==> src/rtl/sobel_pkg.sv <==
// Shared types and constants for the Sobel operator flow-control wrapper.
package sobel_pkg;

  typedef logic [7:0] mag_t;

  localparam mag_t MAG_MAX    = 8'hFF;
  localparam mag_t MAG_BORDER = 8'h00;

  typedef struct packed {
    logic sof;
    logic eol;
    logic border;
  } sobel_tag_t;

  typedef struct packed {
    mag_t mag;
    logic sof;
    logic eol;
  } sobel_out_t;

endpackage

==> src/rtl/sobel_out_fifo.sv <==
// Synchronous first-word-fall-through FIFO with occupancy count.
module sobel_out_fifo #(
  parameter int unsigned DEPTH = 8,
  parameter int unsigned WIDTH = 10
) (
  input  logic                     clk,
  input  logic                     reset,
  input  logic                     push,
  input  logic [WIDTH-1:0]         wdata,
  input  logic                     pop,
  output logic [WIDTH-1:0]         rdata,
  output logic [$clog2(DEPTH):0]   count
);

  localparam int unsigned AW = (DEPTH > 1) ? $clog2(DEPTH) : 1;
  localparam int unsigned CW = $clog2(DEPTH) + 1;

  logic [WIDTH-1:0] mem_q [DEPTH];
  logic [AW-1:0]    wr_ptr_q, wr_ptr_d;
  logic [AW-1:0]    rd_ptr_q, rd_ptr_d;
  logic [CW-1:0]    count_q, count_d;

  always_comb begin
    wr_ptr_d = wr_ptr_q;
    rd_ptr_d = rd_ptr_q;
    count_d  = count_q;
    if (push) wr_ptr_d = wr_ptr_q + AW'(1);
    if (pop)  rd_ptr_d = rd_ptr_q + AW'(1);
    if (push && !pop)      count_d = count_q + CW'(1);
    else if (!push && pop) count_d = count_q - CW'(1);
  end

  always_ff @(posedge clk) begin
    if (reset) begin
      wr_ptr_q <= '0;
      rd_ptr_q <= '0;
      count_q  <= '0;
    end else begin
      wr_ptr_q <= wr_ptr_d;
      rd_ptr_q <= rd_ptr_d;
      count_q  <= count_d;
    end
  end

  always_ff @(posedge clk) begin
    if (push) mem_q[wr_ptr_q] <= wdata;
  end

  assign rdata = mem_q[rd_ptr_q];
  assign count = count_q;

  a_no_overflow: assert property (@(posedge clk) disable iff (reset)
    !(push && !pop && count_q == CW'(DEPTH)));
  a_no_underflow: assert property (@(posedge clk) disable iff (reset)
    !(pop && count_q == '0));

endmodule

==> src/rtl/sobel_pipe_ctrl.sv <==
// Valid/ready wrapper around the fixed-latency sobel_operator with tagged, credit-managed output FIFO.
// Optional binary edge-map output enabled by defining SOBEL_THRESH_EN (adds the thresh port).
module sobel_pipe_ctrl
  import sobel_pkg::*;
#(
  parameter int unsigned PRECISION  = 16,
  parameter int unsigned LATENCY    = 4,
  parameter int unsigned FIFO_DEPTH = 8,
  parameter int unsigned IMG_W      = 640,
  parameter int unsigned IMG_H      = 480
) (
  input  logic                        clk,
  input  logic                        reset,
  input  logic                        in_valid,
  output logic                        in_ready,
  input  logic signed [PRECISION-1:0] in_vert,
  input  logic signed [PRECISION-1:0] in_horz,
  output logic signed [PRECISION-1:0] op_vert_out,
  output logic signed [PRECISION-1:0] op_horz_out,
  input  logic [7:0]                  op_mag_in,
  output logic                        out_valid,
  input  logic                        out_ready,
`ifdef SOBEL_THRESH_EN
  input  logic [7:0]                  thresh,
`endif
  output logic [7:0]                  out_mag,
  output logic                        out_sof,
  output logic                        out_eol,
  output logic                        busy
);

  localparam int unsigned XW = (IMG_W > 1) ? $clog2(IMG_W) : 1;
  localparam int unsigned YW = (IMG_H > 1) ? $clog2(IMG_H) : 1;
  localparam int unsigned CW = $clog2(FIFO_DEPTH) + 1;
  localparam logic [XW-1:0] X_LAST = XW'(IMG_W - 1);
  localparam logic [YW-1:0] Y_LAST = YW'(IMG_H - 1);

  logic [XW-1:0]        x_q, x_d;
  logic [YW-1:0]        y_q, y_d;
  logic [LATENCY-1:0]   vld_q, vld_d;
  sobel_tag_t           tag_q [LATENCY];
  sobel_tag_t           tag_d [LATENCY];
  logic [CW-1:0]        inflight_q, inflight_d;

  logic                 accept;
  logic [CW-1:0]        credits;
  logic [CW-1:0]        fifo_count;
  sobel_tag_t           new_tag;
  sobel_tag_t           tail_tag;
  logic                 tail_vld;
  logic                 pop;
  mag_t                 push_mag;
  sobel_out_t           push_entry;
  sobel_out_t           head_entry;

  // in_ready depends only on registered occupancy so out_ready never reaches it combinationally.
  always_comb begin
    credits  = CW'(FIFO_DEPTH) - fifo_count - inflight_q;
    in_ready = !reset && (credits != '0);
    accept   = in_valid && in_ready;

    op_vert_out = accept ? in_vert : '0;
    op_horz_out = accept ? in_horz : '0;

    new_tag.sof    = (x_q == '0) && (y_q == '0);
    new_tag.eol    = (x_q == X_LAST);
    new_tag.border = (x_q == '0) || (x_q == X_LAST) || (y_q == '0) || (y_q == Y_LAST);

    x_d = x_q;
    y_d = y_q;
    if (accept) begin
      if (x_q == X_LAST) begin
        x_d = '0;
        y_d = (y_q == Y_LAST) ? '0 : y_q + YW'(1);
      end else begin
        x_d = x_q + XW'(1);
      end
    end
  end

  always_comb begin
    vld_d    = vld_q;
    tag_d    = tag_q;
    vld_d[0] = accept;
    tag_d[0] = new_tag;
    for (int unsigned i = 1; i < LATENCY; i++) begin
      vld_d[i] = vld_q[i-1];
      tag_d[i] = tag_q[i-1];
    end

    tail_vld = vld_q[LATENCY-1];
    tail_tag = tag_q[LATENCY-1];

    inflight_d = inflight_q;
    if (accept && !tail_vld)      inflight_d = inflight_q + CW'(1);
    else if (!accept && tail_vld) inflight_d = inflight_q - CW'(1);

`ifdef SOBEL_THRESH_EN
    push_mag = tail_tag.border ? MAG_BORDER : ((op_mag_in >= thresh) ? MAG_MAX : MAG_BORDER);
`else
    push_mag = tail_tag.border ? MAG_BORDER : op_mag_in;
`endif
    push_entry.mag = push_mag;
    push_entry.sof = tail_tag.sof;
    push_entry.eol = tail_tag.eol;
  end

  always_ff @(posedge clk) begin
    if (reset) begin
      x_q        <= '0;
      y_q        <= '0;
      vld_q      <= '0;
      inflight_q <= '0;
      for (int unsigned i = 0; i < LATENCY; i++) tag_q[i] <= '0;
    end else begin
      x_q        <= x_d;
      y_q        <= y_d;
      vld_q      <= vld_d;
      inflight_q <= inflight_d;
      tag_q      <= tag_d;
    end
  end

  sobel_out_fifo #(
    .DEPTH (FIFO_DEPTH),
    .WIDTH ($bits(sobel_out_t))
  ) u_out_fifo (
    .clk   (clk),
    .reset (reset),
    .push  (tail_vld),
    .wdata (push_entry),
    .pop   (pop),
    .rdata (head_entry),
    .count (fifo_count)
  );

  always_comb begin
    out_valid = !reset && (fifo_count != '0);
    pop       = out_valid && out_ready;
    out_mag   = head_entry.mag;
    out_sof   = head_entry.sof;
    out_eol   = head_entry.eol;
    busy      = !reset && ((inflight_q != '0) || (fifo_count != '0));
  end

endmodule
==> config.mk <==
export PLATFORM = sky130hd
export DESIGN_NAME = sobel_pipe_ctrl
export DESIGN_NICKNAME = d
export VERILOG_FILES = /design/src/rtl/sobel_pkg.sv /design/src/rtl/sobel_out_fifo.sv /design/src/rtl/sobel_pipe_ctrl.sv
export SDC_FILE = /design/constraint.sdc
export NUM_CORES = 1
export LEC_CHECK = 0
export CAP_MARGIN = 20
export CORE_MARGIN = 2
export CORE_UTILIZATION = 29
export DETAILED_ROUTE_END_ITERATION = 10
export PLACE_DENSITY_LB_ADDON = 0.2
export SLEW_MARGIN = 20
export SYNTH_ARGS = -nofsm -noshare
export SYNTH_HDL_FRONTEND = slang
export SYNTH_SLANG_ARGS = --single-unit
==> constraint.sdc <==
create_clock -name clk -period 4 [get_ports clk]
set_input_delay 0.4 -clock clk [delete_from_list [all_inputs] [get_ports clk]]
set_output_delay 0.4 -clock clk [all_outputs]
set_load 0.01 [all_outputs]
==> impl_metrics.ini <==
[finish]
drive_gt1_share_pct = 15.36
antenna_cells = 0
area_growth_pct = 31.83
nFillCells = 1904
seqCellArea_um2 = 3445
multi_input_area_um2 = 2170
final_nets = 597

[sta]
finalWorstSetupSlack_ps = 202.2
timing.final.crit_share_pct = 94.95
hold_viol = 0
tns_ps = 0
max_freq_mhz = 263.3
setup_viol = 0
maxSlewViolCount = 0
slew_headroom_pct = 35.34
tightestPinTransition_ps = 956.5
fin_crit_ps = 3798
skew_ps = 7.521

[cts]
cts_buffers = 17
htree_levels = 4
cts_tree = built
cts_hold_buf = 0
clk_latency_ps = 410
cts.path.max_buffers = 2
root_buffer = clkbuf_16
cts_sinks = 132
cts.clk_slew.worst_paths_ps = 60

[detailed_routing]
dr.pass1.iters = 4
drtIter0Drc = 137
routed_wl_mm = 11.81
viasPerCell = 4.533
vias = 3681
route.detailed.wl_per_inst_um = 14.54
drc = 0
postRouteAntennaNets = 0

[job]
drv_cap = 0

[synthesis]
ys.flop_type = edfxtp_1
synthCells = 432
synth_top_area_share_pct = 41.94
synth_nets = 495
synth_seq_cells = 132
ys.warnings.count = 0
synth.largest_area_cell = edfxtp_1
synth_edf_count = 80
ys_top_cells_by_count = 80 x edfxtp_1, 52 x dfxtp_1, 32 x and2_1
postSynth.asyncResetShare_pct = 0
yosysSeqAreaShare_pct = 60.11
yosysMostFrequentCell = edfxtp_1
yosysUniqueCellTypes = 46
synth_area_um2 = 5728
postSynthAreaPerCell_um2 = 13.26
ys_top_cells_by_area = edfxtp_1 42%, dfxtp_1 18%, mux4_2 7.9%

[place]
dp_hpwl_mm = 7.722
gp_congestion = 0.7843
pre_cts_ws_ps = 360.2
io_buffers = 88

[grt]
grt_pass1_vias = 3677
track_usage_pct = 11.81
gr-total-overflow = 0
grt_pass1_wl_mm = 18.57
grt_max_degree = 54
antenna_found_initial = 0

[outcome]
outcome = completed

[floorplanning]
ios = 89
core_um2 = 19400
die_x_um = 144.5
row_count = 51
start_util_pct = 29.53
die_height_um = 144.5
die_area_um2 = 20890

[power]
p_leak_nw = 2.559
powerDensity_nw_per_um2 = 592.0
peakVddDrop_v = 0.0003227

[worst_setup_path]
worstPathMaxFanout = 32
critPathRequiredTime_ps = 3600
crit_type = reg2out
start_kind = register
cp.arrival_ps = 3400
crit_path_end_kind = output pin

[hold_path]
worstHoldPathType = reg2reg
==> power by group <==
group	total, mW	internal [mW]	switching, mW	leakage, nW
sequential	1.59	1.52	0.0730	1.14
clock	1.51	0.940	0.570	0.279
combinational	1.37	0.725	0.643	1.14
total	4.47	3.18	1.29	2.56
==> critical path: stages, from the launching register on <==
cell             delay [ps]
dfxtp_1                 370
ha_1                    300
inv_1                    40
ha_1                    200
fa_1                    370
xnor2_1                 240
xnor2_2                 190
o21ai_1                 140
nor2_1                  210
buf_6                   230
and2_1                  150
clkdlybuf4s50_1         540
==> path summary, 6_finish.rpt <==
kind | start | end | slack (ps) | depth (start not counted)
max | inflight_q[1] | op_vert_out[8] | 200 | 11
min | vld_q[0] | vld_q[1] | 430 | 1
max reg2reg | inflight_q[1] | inflight_q[3] | 380 | 15
min reg2reg | vld_q[0] | vld_q[1] | 430 | 1
==> cells in the final DEF (no fill, tap or decap), types with 11 or more instances in the layout <==
cell and instances:
clkbuf_16 17, nor2b_1 21, clkdlybuf4s50_1 87, nand3_1 12
ha_1 16, dfxtp_1 51, buf_4 11, a21oi_1 18
and2_1 32, mux4_2 20, edfxtp_1 80, nand2_1 15
inv_1 15, nor2_1 27, o21ai_0 11
==> per-stage QoR <==
step	total power [mW]	hold slack [ps]	cells	utilization [%]	instance area (µm²)
after floorplan	2.448	413.8	432	-	5728
after global placement	2.900	415.7	778	35.80	6944
after detailed placement	2.920	422.0	778	35.84	6952
after CTS	4.449	434.8	810	38.82	7531
after global routing	4.740	450.2	812	38.93	7551
final	4.470	430.4	812	38.93	7551
==> kinds of logic (layout without fill, tap and decap cells) <==
logic type,Yosys count,after routing,share of synthesized area (%)
buffers and inverters,32,147,2.141
adders and majority gates,19,19,4.543
AOI/OAI and AO/OA,46,46,5.002
muxes,34,34,10.53
xor gates and xnor gates,16,16,2.578
and+or+nand+nor,153,153,15.09
DFF,132,132,60.11
==> repair_timing <==
| item | 4_1_cts | 5_1_grt |
|---|---|---|
| setup buffers | 0 | 2 |
| setup endpoints to repair | 0 | 32 |
| gates resized for setup | 0 | 2 |
| hold endpoints to repair | 0 | 0 |
==> cell type report <==
| cell class | count | area share, % |
|---|---|---|
| clock inverters | 10 | 1.657 |
| multi-input cells | 268 | 28.73 |
| well taps | 265 | 4.391 |
| repair buffers | 100 | 12.84 |
| clock buffers | 22 | 6.015 |
| flip-flops and latches | 132 | 45.62 |
| inverters | 15 | 0.7457 |
==> state kept, by name (all words and copies together) (netlist names), named ones only <==
signal / cells
u_out_fifo.rd_ptr_q: 3
vld_q: 4
x_q: 10
inflight_q: 4
u_out_fifo.wr_ptr_q: 3
tag_q: 1
u_out_fifo.count: 4
tag_d: 9
u_out_fifo.mem_q: 80
push_entry: 2
y_q: 9
==> layer usage <==
layer	vias to the layer above	global-route usage, %	wire length (µm)
met5	-	0	0
met4	0	3.679	140
met3	14	4.040	690
met2	108	20.65	5994
met1	1773	13.62	4981
li1	1786	-	-
Power figures use the tool's default switching activity.
